[src/rtl/ldtu_dec_pkg.sv]
// Shared definitions for the LiTe-DTU stream decoder: header codes, field
// widths, word-kind and FSM state encodings.
package ldtu_dec_pkg;

  localparam int BAS_W     = 6;
  localparam int SIG_W     = 13;
  localparam int BAS_FULL_N = 5;

  localparam logic [1:0] HDR_BASE_FULL = 2'b01;
  localparam logic [3:0] HDR_BASE_PART = 4'b1100;
  localparam logic [5:0] HDR_SIGN_2    = 6'b001010;
  localparam logic [5:0] HDR_SIGN_1    = 6'b001011;
  localparam logic [3:0] HDR_HEADER    = 4'b1101;
  localparam logic [3:0] HDR_IDLE      = 4'b1110;

  typedef enum logic [2:0] {
    K_BASE_FULL = 3'd0,
    K_BASE_PART = 3'd1,
    K_SIGN_2    = 3'd2,
    K_SIGN_1    = 3'd3,
    K_HEADER    = 3'd4,
    K_IDLE      = 3'd5,
    K_BAD       = 3'd6
  } word_kind_e;

  typedef enum logic [1:0] {
    S_IDLE = 2'd0,
    S_BAS  = 2'd1,
    S_SIG  = 2'd2
  } state_e;

endpackage

[src/rtl/ldtu_word_classify.sv]
// Combinational classifier: looks at the top byte of a compressed word and
// reports its kind, how many samples it carries and whether it is malformed.
module ldtu_word_classify
  import ldtu_dec_pkg::*;
(
  input  logic [7:0] i_hdr,
  output logic [2:0] o_kind,
  output logic [2:0] o_nsamples,
  output logic       o_malformed
);

  word_kind_e w_kind;
  logic [2:0] w_n;

  // Decode header bits; a partial-baseline count outside 1..4 is malformed
  always_comb begin
    w_kind = K_BAD;
    w_n    = 3'd0;
    if (i_hdr[7:6] == HDR_BASE_FULL) begin
      w_kind = K_BASE_FULL;
      w_n    = 3'(BAS_FULL_N);
    end else if (i_hdr[7:4] == HDR_BASE_PART) begin
      if ((i_hdr[3:0] != 4'd0) && (i_hdr[3:0] <= 4'd4)) begin
        w_kind = K_BASE_PART;
        w_n    = i_hdr[2:0];
      end
    end else if (i_hdr[7:2] == HDR_SIGN_2) begin
      w_kind = K_SIGN_2;
      w_n    = 3'd2;
    end else if (i_hdr[7:2] == HDR_SIGN_1) begin
      w_kind = K_SIGN_1;
      w_n    = 3'd1;
    end else if (i_hdr[7:4] == HDR_HEADER) begin
      w_kind = K_HEADER;
    end else if (i_hdr[7:4] == HDR_IDLE) begin
      w_kind = K_IDLE;
    end
  end

  assign o_kind      = w_kind;
  assign o_nsamples  = w_n;
  assign o_malformed = (w_kind == K_BAD);

endmodule

[src/rtl/ldtu_stream_decoder.sv]
// LiTe-DTU receive-side stream decoder: unpacks baseline/signal words into one
// sample per clock, pulses orbit_o on HEADER words and err_o on malformed words.
// Optional feature: define LDTU_DEC_ERRCNT_EN to add the saturating err_cnt_o.
module ldtu_stream_decoder
  import ldtu_dec_pkg::*;
#(
  parameter int WORD_W = 32,
  parameter int SMP_W  = 13
`ifdef LDTU_DEC_ERRCNT_EN
  , parameter int ERRCNT_W = 16
`endif
)
(
  input  logic              CLK,
  input  logic              reset,
  input  logic [WORD_W-1:0] word_i,
  input  logic              word_valid_i,
  output logic              word_ready_o,
  output logic [SMP_W-1:0]  sample_o,
  output logic              sample_val_o,
  output logic              baseline_o,
  output logic              orbit_o,
  output logic              err_o
`ifdef LDTU_DEC_ERRCNT_EN
  , output logic [ERRCNT_W-1:0] err_cnt_o
`endif
);

  state_e            r_state, w_nxt_state;
  logic [WORD_W-1:0] r_buf, w_nxt_buf;
  logic [2:0]        r_rem, w_nxt_rem;
  logic              r_orb_pend, w_nxt_orb;
  logic              r_err_pend, w_nxt_err;

  logic [SMP_W-1:0]  r_sample;
  logic              r_sample_val;
  logic              r_baseline;
  logic              r_orbit;
  logic              r_err;

  logic [2:0]        w_kind_raw;
  word_kind_e        w_kind;
  logic [2:0]        w_nsamp;
  logic              w_malformed;
  logic              w_accept;

  ldtu_word_classify u_classify (
    .i_hdr       (word_i[WORD_W-1:WORD_W-8]),
    .o_kind      (w_kind_raw),
    .o_nsamples  (w_nsamp),
    .o_malformed (w_malformed)
  );

  assign w_kind       = word_kind_e'(w_kind_raw);
  // A new word can be taken while idle or on the cycle the last sample leaves,
  // which is what keeps back-to-back words free of bubbles.
  assign word_ready_o = (r_state == S_IDLE) | (r_rem == 3'd1);
  assign w_accept     = word_valid_i & word_ready_o;

  // Next-state: drain the buffer one field per cycle, then load on accept
  always_comb begin
    w_nxt_state = r_state;
    w_nxt_buf   = r_buf;
    w_nxt_rem   = r_rem;
    w_nxt_orb   = 1'b0;
    w_nxt_err   = 1'b0;
    case (r_state)
      S_BAS: begin
        w_nxt_buf = r_buf >> BAS_W;
        w_nxt_rem = r_rem - 3'd1;
        if (r_rem == 3'd1) w_nxt_state = S_IDLE;
      end
      S_SIG: begin
        w_nxt_buf = r_buf >> SIG_W;
        w_nxt_rem = r_rem - 3'd1;
        if (r_rem == 3'd1) w_nxt_state = S_IDLE;
      end
      default: ;
    endcase
    if (w_accept) begin
      if (w_malformed) begin
        w_nxt_err   = 1'b1;
        w_nxt_state = S_IDLE;
        w_nxt_rem   = 3'd0;
      end else begin
        case (w_kind)
          K_BASE_FULL, K_BASE_PART: begin
            w_nxt_state = S_BAS;
            w_nxt_buf   = word_i;
            w_nxt_rem   = w_nsamp;
          end
          K_SIGN_2, K_SIGN_1: begin
            w_nxt_state = S_SIG;
            w_nxt_buf   = word_i;
            w_nxt_rem   = w_nsamp;
          end
          K_HEADER: begin
            w_nxt_orb   = 1'b1;
            w_nxt_state = S_IDLE;
            w_nxt_rem   = 3'd0;
          end
          default: begin
            w_nxt_state = S_IDLE;
            w_nxt_rem   = 3'd0;
          end
        endcase
      end
    end
  end

  // State, shift buffer, remaining count and one-cycle event pending flags
  always_ff @(posedge CLK or negedge reset) begin
    if (!reset) begin
      r_state    <= S_IDLE;
      r_buf      <= '0;
      r_rem      <= 3'd0;
      r_orb_pend <= 1'b0;
      r_err_pend <= 1'b0;
    end else begin
      r_state    <= w_nxt_state;
      r_buf      <= w_nxt_buf;
      r_rem      <= w_nxt_rem;
      r_orb_pend <= w_nxt_orb;
      r_err_pend <= w_nxt_err;
    end
  end

  // Output registers: emit the low field while busy, hold sample otherwise.
  // Orbit/error pulses are delayed one cycle so they line up with sample timing.
  always_ff @(posedge CLK or negedge reset) begin
    if (!reset) begin
      r_sample     <= '0;
      r_sample_val <= 1'b0;
      r_baseline   <= 1'b0;
      r_orbit      <= 1'b0;
      r_err        <= 1'b0;
    end else begin
      r_sample_val <= (r_state != S_IDLE);
      r_orbit      <= r_orb_pend;
      r_err        <= r_err_pend;
      if (r_state == S_BAS) begin
        r_sample   <= SMP_W'(r_buf[BAS_W-1:0]);
        r_baseline <= 1'b1;
      end else if (r_state == S_SIG) begin
        r_sample   <= SMP_W'(r_buf[SIG_W-1:0]);
        r_baseline <= 1'b0;
      end
    end
  end

  assign sample_o     = r_sample;
  assign sample_val_o = r_sample_val;
  assign baseline_o   = r_baseline;
  assign orbit_o      = r_orbit;
  assign err_o        = r_err;

`ifdef LDTU_DEC_ERRCNT_EN
  logic [ERRCNT_W-1:0] r_err_cnt;

  // Saturating count of error pulses, cleared only by reset
  always_ff @(posedge CLK or negedge reset) begin
    if (!reset) begin
      r_err_cnt <= '0;
    end else if (r_err_pend && (r_err_cnt != '1)) begin
      r_err_cnt <= r_err_cnt + 1'b1;
    end
  end

  assign err_cnt_o = r_err_cnt;
`endif

endmodule

[config.mk]
export PLATFORM = sky130hd
export DESIGN_NAME = ldtu_stream_decoder
export DESIGN_NICKNAME = d
export VERILOG_FILES = /design/src/rtl/ldtu_dec_pkg.sv /design/src/rtl/ldtu_word_classify.sv /design/src/rtl/ldtu_stream_decoder.sv
export SDC_FILE = /design/constraint.sdc
export NUM_CORES = 1
export LEC_CHECK = 0
export CAP_MARGIN = 20
export CORE_MARGIN = 3
export CORE_UTILIZATION = 50
export CTS_BUF_LIST = sky130_fd_sc_hd__clkbuf_4 sky130_fd_sc_hd__clkbuf_8 sky130_fd_sc_hd__clkbuf_16
export DETAILED_ROUTE_END_ITERATION = 16
export PLACE_DENSITY = 0.77
export SLEW_MARGIN = 20
export SYNTH_ARGS = -nofsm -noshare
export SYNTH_HDL_FRONTEND = slang
export SYNTH_SLANG_ARGS = --single-unit
[constraint.sdc]
create_clock -name CLK -period 1.9 [get_ports CLK]
set_input_delay 0.19 -clock CLK [delete_from_list [all_inputs] [get_ports CLK]]
set_output_delay 0.19 -clock CLK [all_outputs]
set_load 0.05 [all_outputs]
==> parameters.txt <==
Parameter                              Value

Global routing
  Wire length of the first global-routing pass ... 11.1 mm
  Antenna violations before repair ... 0
  Maximum number of pins on one net before global-route repair ... 57
  Total routing resource utilization after global routing ... 0.217
  Vias in the first global route ... between 2k and 2.5k
  Total global routing overflow ... 0

Clock tree
  Clock tree from TritonCTS ... yes
  CTS clock-pin slew for the worst setup and hold paths ... about 0.09 ns
  Buffers inserted by post-CTS timing repair ... 0
  Clock network latency to the later pin of the worst-skew pair ... approximately 0.31 ns
  Cts bufs inserted ... 5
  Total number of clock tree sinks ... 56
  Root buffer selected by CTS ... sky130_fd_sc_hd__clkbuf_8
  Maximum count of clock buffers along a single path ... 2
  H-tree depth reported by CTS ... 2

Synthesis
  Top cells by area in the synthesized netlist ... sky130_fd_sc_hd__dfrtp_1, sky130_fd_sc_hd__nand2_1, sky130_fd_sc_hd__o21ai_0
  Distinct cell type count after synthesis ... 37
  Warnings, synthesis ... 0
  Cell taking the most area after synthesis ... sky130_fd_sc_hd__dfrtp_1
  Top cell type's share of synthesized area ... 0.494
  Synthesized cell area ... 0.00283 mm2
  Cell count after synthesis ... 300
  Per-instance average area after synthesis ... 9.45 um2
  Post-synthesis sequential area ratio ... 0.494
  Syn nets ... 340
  Flip-flop and latch count after synthesis ... 56

Routing
  Aggregate routed wire length ... 6.68 mm
  Detailed-routing iteration count for the pre-antenna-repair pass ... 5
  Number of design-rule violations left by the first detailed-router iteration ... 142
  Overall via count from detail_route ... 2453
  Average wire per standard cell ... 15.3 um
  Final antenna-violating net count ... 0
  DRC Markers ... 0
  Avg Vias per Cell ... around 5.6

Layout
  Layout area overhead ... 31.8%
  Leading cell types in the layout, fill and taps excluded ... sky130_fd_sc_hd__nand2_1, sky130_fd_sc_hd__dfrtp_1, sky130_fd_sc_hd__clkdlybuf4s50_1, sky130_fd_sc_hd__o21ai_0, sky130_fd_sc_hd__inv_1
  ANT cells ... 0
  Sequential cell area ... approximately 0.0014 mm2
  Nets ... just over 400
  Finished layout cell area ... 0.00374 mm2
  Share of post-route cells with drive strength above 1 ... 0.163
  Area of combinational cells with multiple inputs ... 0.00123 mm2
  Fill cell total of the finished layout ... around 410

STA
  Worst hold slack across all endpoints ... about 0.36 ns
  Highest clock rate ... about 560 MHz
  Final-report max-slew violation count ... 0
  Final setup skew ... 0.00856 ns
  Normalized max-slew margin ... 0.544
  Final hold violation count ... 0
  Final worst setup slack ... 0.115 ns
  Final period utilization ... 0.940
  Worst Tran Pin Value ... approximately 0.68 ns
  Number of setup violations in the final report ... 0
  Min Clock Period, post-route ... 1.79 ns

Placed design
  Placed cell area ... 0.00361 mm2
  Placed wire-length estimate ... 4.77 mm
  RD Place Congestion ... 0.863
  IO buf count ... between 50 and 60
  Pre-CTS setup slack ... -0.0787 ns

Floorplan
  Core Rows ... 26
  Die extent in x ... 81.3 um
  Placeable core region ... 0.00530 mm2
  Initial standard-cell utilization of the core ... 0.534
  Number of I/O pins ... 53
  Die Y-Extent ... around 81 um
  Die Footprint ... 0.00661 mm2

Critical path
  Maximum fanout count along the critical path ... 5
  Data arrival time of the worst path ... about 2.0 ns
  Worst Setup Start Kind ... flip-flop
  Crit end category ... flip-flop
  Setup CP Type ... flip-flop to flip-flop
  Required time at the worst-slack endpoint ... between 2 and 2.5 ns

Status
  Result of the run ... finished, final reports clean

Pwr
  Cell leakage power ... 1.59 nW
  Largest voltage drop on the vdd net ... 0.000623 V
  Power density over the cells ... between 1000 and 1500 mW/mm2

Worst hold path
  Hold/Removal Path Class ... flip-flop to flip-flop

Run
  Max-cap violations ... 0
==> critical path: stages, from the launching register on <==
cell                      delay (ns)
sky130_fd_sc_hd__dfrtp_1        0.38
sky130_fd_sc_hd__inv_1          0.09
sky130_fd_sc_hd__ha_1           0.14
sky130_fd_sc_hd__nor2b_1        0.31
sky130_fd_sc_hd__o21ai_2        0.14
sky130_fd_sc_hd__a21oi_4        0.13
sky130_fd_sc_hd__buf_4          0.15
sky130_fd_sc_hd__mux2_2         0.33
==> cells by family (layout without fill, tap and decap cells) <==
logic type / Yosys count / count (layout) / share of synthesized area
compound gates: 94 / 94 / 0.212
xor+xnor: 3 / 3 / 0.00927
fa+ha+maj: 5 / 5 / 0.0221
buf+inv: 48 / 116 / 0.0720
flops: 56 / 56 / 0.494
mux: 15 / 15 / 0.0596
simple gates: 79 / 79 / 0.130
==> flip-flops by register name (all words and copies together), names as in the netlist <==
| signal | cells |
|---|---|
| r_buf | 32 |
| sample_o | 13 |
| r_rem | 3 |
| r_state | 2 |
| baseline_o | 1 |
| err_o | 1 |
| orbit_o | 1 |
| r_err_pend | 1 |
| r_orb_pend | 1 |
| sample_val_o | 1 |
==> Yosys cell counts, drive strengths merged <==
cell,n
o32ai,6
nor2b,2
xor2,2
o31ai,1
nand4b,1
dfrtp,56
inv,26
o22ai,20
o21ai,37
nand2,56
a21oi,5
nor2,3
ha,5
clkbuf,11
a22oi,19
and4bb,2
a21o,1
a211oi,1
or2,1
or3,2
a221oi,2
a31o,1
and4b,1
o21a,1
mux2,15
nand3,9
xnor2,1
buf,11
nor3,2
==> per-stage QoR <==
step,TNS [ns],std cells,utilization,power [mW]
detailed placement,-1.07,429,0.681,3.77
floorplan,0,300,-,3.06
finish,0,438,0.705,4.54
global placement,-0.277,429,0.681,3.71
CTS,0,438,0.704,4.56
global route,-0.00562,438,0.705,4.82
==> cell type report <==
class	count	share of cell area
timing repair buffer	82	0.215
inverter	26	0.0261
clock buffer	6	0.0204
sequential	56	0.375
clock inverter	2	0.00938
tap	70	0.0234
multi-input combinational	196	0.331
==> power by group <==
group	switching [mW]	internal, mW	total, mW
Clock	0.379	0.406	0.786
Sequential	0.285	1.61	1.89
Combinational	1.11	0.761	1.87
Total	1.77	2.77	4.54
==> path summary, 6_finish.rpt <==
path | from | endpoint | slack, ns | cells after the start
worst min-delay path | r_err_pend$_DFF_PN0_ | err_o$_DFF_PN0_ | 0.36 | 0
worst max register to register | r_rem[1]$_DFFE_PN0P_ | r_buf[19]$_DFF_PN0_ | 0.11 | 7
worst max-delay path | r_rem[1]$_DFFE_PN0P_ | r_buf[19]$_DFF_PN0_ | 0.11 | 7
min in group asynchronous | reset | r_state[1]$_DFFE_PN0P_ | 0.41 | 3
worst min register to register | r_err_pend$_DFF_PN0_ | err_o$_DFF_PN0_ | 0.36 | 0
max in group asynchronous | reset | r_buf[19]$_DFF_PN0_ | 1.26 | 3
==> per-layer routing <==
metal / vias to the layer above / track usage / share of wire
li1: 1184 / - / -
met1: 1177 / 0.301 / 0.45
met2: 88 / 0.357 / 0.48
met3: 4 / 0.0333 / 0.060
met4: 0 / 0.0541 / 0.0057
met5: - / 0 / 0
==> what timing repair did <==
item,4_1_cts,5_1_grt
hold buffers,1,0
gates resized for setup,0,1
endpoints found under the setup margin,0,12
hold endpoints to repair,56,0
No activity file was read; power rests on OpenSTA's default activity.
